**src/rtl/cdb_arbiter.sv**
```systemverilog
// Round-robin arbiter in front of the common data bus: picks one finished FU per
// cycle and drives the broadcast select/tag and a one-cycle acknowledge from registers.
module cdb_arbiter #(
  parameter int NUM_FU = 5,
  parameter int TAG_W  = 5
) (
  input  logic                          clock,
  input  logic                          reset,
  input  logic                          flush,
  input  logic [NUM_FU-1:0]             fu_done,
  input  logic [NUM_FU-1:0][TAG_W-1:0]  fu_tag,
  output logic [NUM_FU-1:0]             fu_ack,
  output logic                          select_flag,
  output logic [2:0]                    select,
  output logic [TAG_W-1:0]              ROB_tag
);

  localparam int PW = (NUM_FU > 1) ? $clog2(NUM_FU) : 1;

  logic [PW-1:0]       r_ptr;
  logic [NUM_FU-1:0]   r_ack;
  logic                r_selectFlag;
  logic [2:0]          r_select;
  logic [TAG_W-1:0]    r_robTag;

  logic [NUM_FU-1:0]   w_req;
  logic                w_hiFound;
  logic                w_loFound;
  logic [PW-1:0]       w_hiIdx;
  logic [PW-1:0]       w_loIdx;
  logic [PW-1:0]       w_grantIdx;
  logic                w_grant;
  logic [PW-1:0]       w_ptrNext;
  logic [NUM_FU-1:0]   w_ackNext;

  // The FU currently being acknowledged still shows done for its old result, so mask it.
  assign w_req = fu_done & ~r_ack;

  // Two-window priority search: lowest requester at or above the pointer wins,
  // otherwise the lowest requester below it (wraps modulo NUM_FU, not a power of two).
  always_comb begin
    w_hiFound = 1'b0;
    w_loFound = 1'b0;
    w_hiIdx   = '0;
    w_loIdx   = '0;
    for (int i = NUM_FU - 1; i >= 0; i--) begin
      if (w_req[i]) begin
        w_loFound = 1'b1;
        w_loIdx   = PW'(i);
        if (i >= int'(r_ptr)) begin
          w_hiFound = 1'b1;
          w_hiIdx   = PW'(i);
        end
      end
    end
  end

  assign w_grantIdx = w_hiFound ? w_hiIdx : w_loIdx;
  assign w_grant    = w_loFound && !flush;
  assign w_ptrNext  = (w_grantIdx == PW'(NUM_FU - 1)) ? '0 : (w_grantIdx + PW'(1));

  always_comb begin
    w_ackNext = '0;
    for (int i = 0; i < NUM_FU; i++) begin
      w_ackNext[i] = w_grant && (w_grantIdx == PW'(i));
    end
  end

  // Grant registers; flush and an empty request vector both clear the broadcast.
  always_ff @(posedge clock or posedge reset) begin
    if (reset) begin
      r_ptr        <= '0;
      r_ack        <= '0;
      r_selectFlag <= 1'b0;
      r_select     <= 3'd0;
      r_robTag     <= '0;
    end else if (w_grant) begin
      r_ptr        <= w_ptrNext;
      r_ack        <= w_ackNext;
      r_selectFlag <= 1'b1;
      r_select     <= 3'(w_grantIdx);
      r_robTag     <= fu_tag[w_grantIdx];
    end else begin
      r_ack        <= '0;
      r_selectFlag <= 1'b0;
      r_select     <= 3'd0;
      r_robTag     <= '0;
    end
  end

  assign fu_ack      = r_ack;
  assign select_flag = r_selectFlag;
  assign select      = r_select;
  assign ROB_tag     = r_robTag;

endmodule

```
**config.mk**
```make
export PLATFORM = sky130hd
export DESIGN_NAME = cdb_arbiter
export DESIGN_NICKNAME = d
export VERILOG_FILES = /design/src/rtl/cdb_arbiter.sv
export SDC_FILE = /design/constraint.sdc
export NUM_CORES = 1
export LEC_CHECK = 0
export CAP_MARGIN = 25
export CORE_MARGIN = 4
export CORE_UTILIZATION = 41
export CTS_CLUSTER_SIZE = 40
export DETAILED_ROUTE_END_ITERATION = 10
export PLACE_DENSITY = 0.9
export SLEW_MARGIN = 25
export SYNTH_ARGS = -nofsm -noshare
export SYNTH_HDL_FRONTEND = slang
export SYNTH_SLANG_ARGS = --single-unit
```
**constraint.sdc**
```tcl
create_clock -name clock -period 2.5 [get_ports clock]
set_clock_uncertainty 0.05 [all_clocks]
set_input_delay 0.375 -clock clock [delete_from_list [all_inputs] [get_ports clock]]
set_output_delay 0.375 -clock clock [all_outputs]
set_load 0.1 [all_outputs]
```
==> results of run 1 <==
-- sequential cells by signal, summed over array words and instances, names as in the netlist --
name         flops
ROB_tag          5
fu_ack           5
r_ptr            3
select           3
select_flag      1
-- path summary, 6_finish.rpt --
path                                 start         to  cells past startpoint
worst max-delay path            fu_done[2]   r_ptr[2]                      9
worst min-delay path                 reset  select[1]                      2
worst max register to register   fu_ack[2]   r_ptr[2]                      8
worst min register to register    r_ptr[0]   r_ptr[0]                      2
max in group asynchronous            reset  fu_ack[1]                      2
min in group clock                r_ptr[0]   r_ptr[0]                      2
-- metal layers --
metal | vias to the layer above | global-route usage | wire length [um]
li1 | 490 | - | -
met2 | 27 | 0.339 | 1620
met4 | 0 | 0.0795 | 49
met5 | - | 0 | 0
met1 | 502 | 0.205 | 1180
met3 | 4 | 0.0356 | 161
-- synthesized netlist by cell type (all sizes together) (2+ instances only) --
library cell,instances
o31ai,2
nor2b,3
nand2,10
and2,7
clkinv,2
buf,2
o21ai,2
a21oi,6
a221oi,5
ha,2
a21o,3
nand2b,3
inv,3
mux2i,5
dfrtp,17
nor2,9
a41oi,5
and2b,2
nor3,4
a211oi,6
-- per-stage QoR --
| stage | util | total power (uW) |
|---|---|---|
| final | 0.671 | 2080 |
| after global routing | 0.671 | 2190 |
| after CTS | 0.671 | 2070 |
| after detailed placement | 0.659 | 1910 |
| after global placement | 0.659 | 1870 |
| after floorplan | - | 1530 |
-- power breakdown --
part | switching, uW | internal [uW]
logic | 1010 | 464
clock network | 91.4 | 59.7
registers | 73.7 | 373
-- kinds of logic (layout without fill, tap and decap cells) --
kind of cell | count (synthesis) | count (layout)
AO/OA/AOI/OAI | 32 | 32
adder cells (fa/ha/maj) | 2 | 2
buffers and inverters | 7 | 61
flip-flops | 17 | 17
multiplexers | 5 | 5
AND/OR/NAND/NOR | 40 | 40
-- final cells by class --
| type | instances | area (um2) |
|---|---|---|
| sequential | 17 | 429 |
| multi-input combinational | 79 | 561 |
| fill | 176 | 756 |
| timing repair buffer | 52 | 470 |
| clock inverter | 1 | 5.00 |
| inverter | 5 | 18.8 |
| clock buffer | 3 | 22.5 |
| tap | 28 | 35.0 |
-- worst register-to-register path, delay by kind of cell, from the launching register on --
family / cells / cell delay (ns)
buf+inv: 1 / 0.14
flops: 1 / 0.42
simple gates: 3 / 0.47
compound gates: 3 / 0.72
fa+ha+maj: 1 / 0.24
==> results by group, run 1 <==
Die
  • Die footprint: 3350 um2
  • Initial Util: 0.444
  • Chip height: 57.9 um
  • Chip width: 57.9 um
  • CORE AREA: 2300 um2
  • I/O Pins: 47
  • FP Rows: 17

Logic synthesis
  • #FFs+latches synth: 17
  • Fraction of synthesized area in multiplexers: 0.0490
  • Async SR Flop Fraction: 1.00
  • Synth Area per Inst: 9.91 um2
  • Net Count, Synth: 138
  • Largest cells by area after synthesis: dfrtp_1 (42%), mux2i_1 (4.9%), a211oi_1 (4.4%)
  • Post-Synth Simple-Gate Area: 0.228
  • Yosys warning count: 0
  • XOR/XNOR Fraction of Synth Area: 0
  • Post-synth top area share: 0.417
  • EDFF count, synth: 0
  • Post-synth top area cell: dfrtp_1
  • Mapped Area: 1020 um2
  • Main synth FF type: dfrtp_1
  • Adder-cell share of the synthesized area: 0.0245
  • Mapped Cells: 103
  • Synth Area in Compound Gates: 0.248
  • Post-synthesis cell type count: 34
  • Sequential-to-total area share from yosys stat: 0.417
  • Dominant combinational cell family by area after synthesis: compound AO/OA/AOI/OAI gates

Critical path
  • Worst setup EP type: register
  • Internal reg-to-reg setup slack: 0.40 ns
  • Crit path max-delay cell type: clkdlybuf4s50_1
  • CP peak stage delay: 0.47 ns
  • WP buf/inv: 2
  • Cell family with most CP delay: compound AO/OA/AOI/OAI gates
  • Highest fanout seen on the critical path: 4
  • CP Class: in -> reg
  • Cell Chain, Critical Path: clkdlybuf4s50_1 -> nand2b_1 -> a211oi_1 -> a2bb2oi_2 -> nor2_4 -> clkinv_1 -> nor2_1 -> ha_1 -> o31ai_1
  • CP Launch Type: input pin
  • Critical Path RT: 2.66 ns
  • Critical Path AT: 2.32 ns

STA
  • Final setup fails: 0
  • Worst-margin pin slew: 0.645 ns
  • Hold Slack: 0.416 ns
  • RSZ-0062 raised after global routing: false
  • Final min period: 2.15 ns
  • Achievable Freq: 0.464 GHz
  • Max-slew violations: 0
  • Slew margin rel.: 0.570
  • Hold Vio Cnt, Final: 0
  • Final period utilization: 0.862
  • Final critical-path setup slack: 0.346 ns
  • Post-route setup TNS: 0 ns

Clocking
  • Post-CTS sizing: 0
  • CTS Sinks: 17
  • CTS tree: yes
  • CTS Root Cell: clkbuf_4
  • Worst-skew pair later-pin latency: 0.30 ns
  • Inserted Clock Buffers: 3
  • H-tree Lvls: 1
  • Clk buf depth: 2
  • Hold Buf Count CTS: 0
  • Post-CTS setup buffer count: 0
  • Clock-pin slew on the worst setup and hold paths: 0.10 ns

Detailed routing
  • Via count: 1,023
  • Routed Antenna Nets: 0
  • DRT iter0 DRCs: 41
  • DR DRC count: 0
  • Final WL: 3010 um
  • Post-DR vias/cell: 5.53
  • WL per Instance: 16.3 um
  • Pre-antenna DRT Iters: 4

GRT
  • Vias in the first global route: 1,065
  • GRT overflow: 0
  • Initial antenna violation count: 0
  • Pin count of the biggest net entering global routing: 18
  • First-pass GRT wire length: 4780 um
  • GRT Resource Usage Total: 0.185

Outcome
  • Outcome: complete, no violations

Placement
  • DPL Wire Length: 2440 um
  • # placed instances: 181
  • Placed inst area: 1510 um2
  • Port Buffer Count: 46
  • Setup WS pre-CTS: 0.0605 ns
  • GPL Wtd Cong: 0.884

Hold path
  • Hold Path Class: in -> async

Layout
  • Nets: 193
  • Final Cell Area: 1540 um2
  • Commonest cells after routing, fill and taps aside: clkdlybuf4s50_1 (32), buf_4 (20), dfrtp_1 (14), nand2_1 (9), nor2_1 (8)
  • Ant diodes: 0
  • Finished Layout Cells: 185
  • Most common cell after layout, fill and taps aside: clkdlybuf4s50_1
  • Area Overhead vs Synth: 51.0%
  • Layout cell share with drive strength beyond 1: 0.242

Power and ir drop
  • Total power divided by cell area: 1350 nW/um2
  • Leak pwr: 0.000692 uW
  • Peak supply drop: 0.856 mV

Flow run
  • Number of max-cap violations: 0
No activity file was read; power rests on OpenSTA's default activity.
==> run 2: changes to the inputs <==
--- a/config.mk
+++ b/config.mk
@@ -5,7 +5,6 @@
 export SDC_FILE = /design/constraint.sdc
 export NUM_CORES = 1
 export LEC_CHECK = 0
-export CAP_MARGIN = 25
 export CORE_MARGIN = 4
 export CORE_UTILIZATION = 41
 export CTS_CLUSTER_SIZE = 40
==> results of run 2 <==
No change in the layout: final DEF, timing and power equal those of run 1.
==> run 3: changes to the inputs <==
--- a/config.mk
+++ b/config.mk
@@ -6,10 +6,11 @@
 export NUM_CORES = 1
 export LEC_CHECK = 0
 export CORE_MARGIN = 4
-export CORE_UTILIZATION = 41
+export CORE_UTILIZATION = 42
+export CTS_BUF_LIST = sky130_fd_sc_hd__clkbuf_8
 export CTS_CLUSTER_SIZE = 40
 export DETAILED_ROUTE_END_ITERATION = 10
-export PLACE_DENSITY = 0.9
+export PLACE_DENSITY = 0.91
 export SLEW_MARGIN = 25
 export SYNTH_ARGS = -nofsm -noshare
 export SYNTH_HDL_FRONTEND = slang
==> constraint.sdc (replaced) <==
create_clock -name clock -period 2.2 [get_ports clock]
set_clock_uncertainty 0.05 [all_clocks]
set_input_delay 0.33 -clock clock [delete_from_list [all_inputs] [get_ports clock]]
set_output_delay 0.33 -clock clock [all_outputs]
set_load 0.1 [all_outputs]
==> run 3 against run 2 <==
Compared with the run above:
- hold slack worse by 0.014 ns
- design area rose by 7.7%
- critical path depth is 1 lower
- final cell count rose by 4.3%
- global-route usage increased by 1.3 points
- register-to-register slack lost 0.27 ns
- clock power grew 60%
- die area down 2.0%
- sequential share of layout area fell by 1.5 points
- sequential power rose by 16%
- clock-buffer cell count did not move
- critical path type is now reg -> reg
- highest routed layer unchanged
==> results by group, run 3 (synthesized netlist as in run 1, its figures left out) <==
Critical path
  • Critical Path AT: 2.18 ns (was 2.32 ns)
  • Critical Path RT: 2.31 ns (was 2.66 ns)
  • CP peak stage delay: 0.48 ns (was 0.47 ns)
  • CP Class: reg -> reg (was in -> reg)
  • Cell Chain, Critical Path: nand2b_1 -> a211oi_1 -> a2bb2oi_2 -> nor2_4 -> clkinv_2 -> nor2_1 -> ha_1 -> o31ai_1 (was clkdlybuf4s50_1 -> nand2b_1 -> a211oi_1 -> a2bb2oi_2 -> nor2_4 -> clkinv_1 -> nor2_1 -> ha_1 -> o31ai_1)
  • CP Launch Type: register (was input pin)
  • Cell family with most CP delay: compound AO/OA/AOI/OAI gates (unchanged)
  • Crit path max-delay cell type: dfrtp_4 (was clkdlybuf4s50_1)
  • WP buf/inv: 1 (was 2)
  • Worst setup EP type: register (unchanged)
  • Highest fanout seen on the critical path: 4 (unchanged)

Power and ir drop
  • Total power divided by cell area: 1550 nW/um2 (was 1350 nW/um2)
  • Peak supply drop: 1.23 mV (was 0.856 mV)
  • Leak pwr: 0.000742 uW (was 0.000692 uW)
  • Pwr Total: 2580 uW (was 2080 uW)

Placement
  • Port Buffer Count: 46 (unchanged)
  • # placed instances: 189 (was 181)
  • GPL Wtd Cong: 0.816 (was 0.884)
  • DPL Wire Length: 2370 um (was 2440 um)
  • Setup WS pre-CTS: -0.147 ns (was 0.0605 ns)

STA
  • Achievable Freq: 0.482 GHz
  • Slew margin rel.: 0.584 (was 0.570)
  • Final period utilization: 0.942
  • Hold Vio Cnt, Final: 0 (unchanged)
  • Final setup fails: 0 (unchanged)
  • Max-slew violations: 0 (unchanged)
  • Post-route setup TNS: 0 ns (unchanged)
  • RSZ-0062 raised after global routing: false (unchanged)
  • Final min period: 2.07 ns
  • Final critical-path setup slack: 0.127 ns (was 0.346 ns)
  • Worst-margin pin slew: 0.623 ns (was 0.645 ns)

Die
  • Chip height: 57.3 um (was 57.9 um)
  • FP Rows: 17 (unchanged)
  • Initial Util: 0.453 (was 0.444)
  • Chip width: 57.3 um (was 57.9 um)
  • Die footprint: 3280 um2 (was 3350 um2)
  • CORE AREA: 2250 um2 (was 2300 um2)
  • I/O Pins: 47 (unchanged)

Detailed routing
  • Post-DR vias/cell: 5.41 (was 5.53)
  • Via count: 1,044 (was 1,023)
  • Pre-antenna DRT Iters: 4 (unchanged)
  • Routed Antenna Nets: 0 (unchanged)
  • Final WL: 2930 um (was 3010 um)
  • DR DRC count: 0 (unchanged)
  • WL per Instance: 15.2 um (was 16.3 um)
  • DRT iter0 DRCs: 27 (was 41)

Outcome
  • Outcome: complete, no violations (unchanged)

Hold path
  • Hold Path Class: in -> async (unchanged)

Clocking
  • Worst-skew pair later-pin latency: 0.26 ns (was 0.30 ns)
  • Post-CTS setup buffer count: 0 (unchanged)
  • H-tree Lvls: 1 (unchanged)
  • CTS tree: yes (unchanged)
  • Inserted Clock Buffers: 3 (unchanged)
  • Clock-pin slew on the worst setup and hold paths: 0.07 ns (was 0.10 ns)
  • CTS Root Cell: clkbuf_8 (was clkbuf_4)
  • CTS Sinks: 17 (unchanged)
  • Clk buf depth: 2 (unchanged)

Layout
  • Most common cell after layout, fill and taps aside: clkdlybuf4s50_1 (unchanged)
  • Finished Layout Cells: 193 (was 185)
  • Ant diodes: 0 (unchanged)
  • Area Overhead vs Synth: 62.6% (was 51.0%)
  • Post-layout util: 0.736 (was 0.671)
  • Commonest cells after routing, fill and taps aside: clkdlybuf4s50_1 (32), buf_4 (28), dfrtp_1 (12), nand2_1 (9), nor2_1 (8) (was clkdlybuf4s50_1 (32), buf_4 (20), dfrtp_1 (14), nand2_1 (9), nor2_1 (8))
  • Nets: 201 (was 193)
  • Layout cell share with drive strength beyond 1: 0.333 (was 0.242)

GRT
  • GRT overflow: 0 (unchanged)
  • GRT Resource Usage Total: 0.198 (was 0.185)
  • Vias in the first global route: 1,175 (was 1,065)
  • First-pass GRT wire length: 5110 um (was 4780 um)
  • Pin count of the biggest net entering global routing: 18 (unchanged)
  • Initial antenna violation count: 0 (unchanged)

Flow run
  • Number of max-cap violations: 0 (unchanged)
-- run 3: cell types whose count changed in the layout (fill, tap and decap cells not counted), sizes merged --
cell	change
buf	+8
clkinv	-1
clkinvlp	+1
-- run 3: cell type report --
cell class              count  area [um2]
fillers                   157         594
inverters                   5        25.0
repair buffers             60         531
multi-input cells          79         584
clock buffers               3        41.3
clock inverters             1        7.51
flip-flops and latches     17         437
well taps                  28        35.0
-- run 3: worst paths after layout --
kind                           start          to  slack, ns  cells after the start
min reg2reg                 r_ptr[0]    r_ptr[0]       0.54                      2
max reg2reg                fu_ack[2]    r_ptr[2]       0.13                      8
max in group asynchronous      reset   fu_ack[2]       1.23                      2
min                            reset  ROB_tag[2]       0.40                      2
max                        fu_ack[2]    r_ptr[2]       0.13                      8
min in group clock          r_ptr[0]    r_ptr[0]       0.54                      2
-- run 3: power by group --
| group | total, uW | switching [uW] | internal, uW |
|---|---|---|---|
| Sequential | 517 | 85.0 | 432 |
| Combinational | 1820 | 1190 | 633 |
| Clock | 242 | 114 | 128 |
| Total | 2580 | 1390 | 1190 |
-- run 3: layer usage --
metal  global-route usage  up-vias  routed length (um)
met5                    0        -                   0
met1                0.223      483                1150
met3               0.0430        9                 207
met2                0.349       45                1520
li1                     -      507                   -
met4               0.0993        0                  55
-- run 3: stage by stage --
stage / hold WS [ns] / area, um2
after floorplan: 0.206 / 1040
after global placement: 0.510 / 1590
after detailed placement: 0.520 / 1590
after CTS: 0.427 / 1640
after global routing: 0.461 / 1660
final: 0.402 / 1660
-- run 3: repair_timing --
| action | in CTS | in global routing |
|---|---|---|
| setup endpoints to repair | 0 | 4 |
| resized for setup | 0 | 5 |
| hold buffers | 0 | 0 |
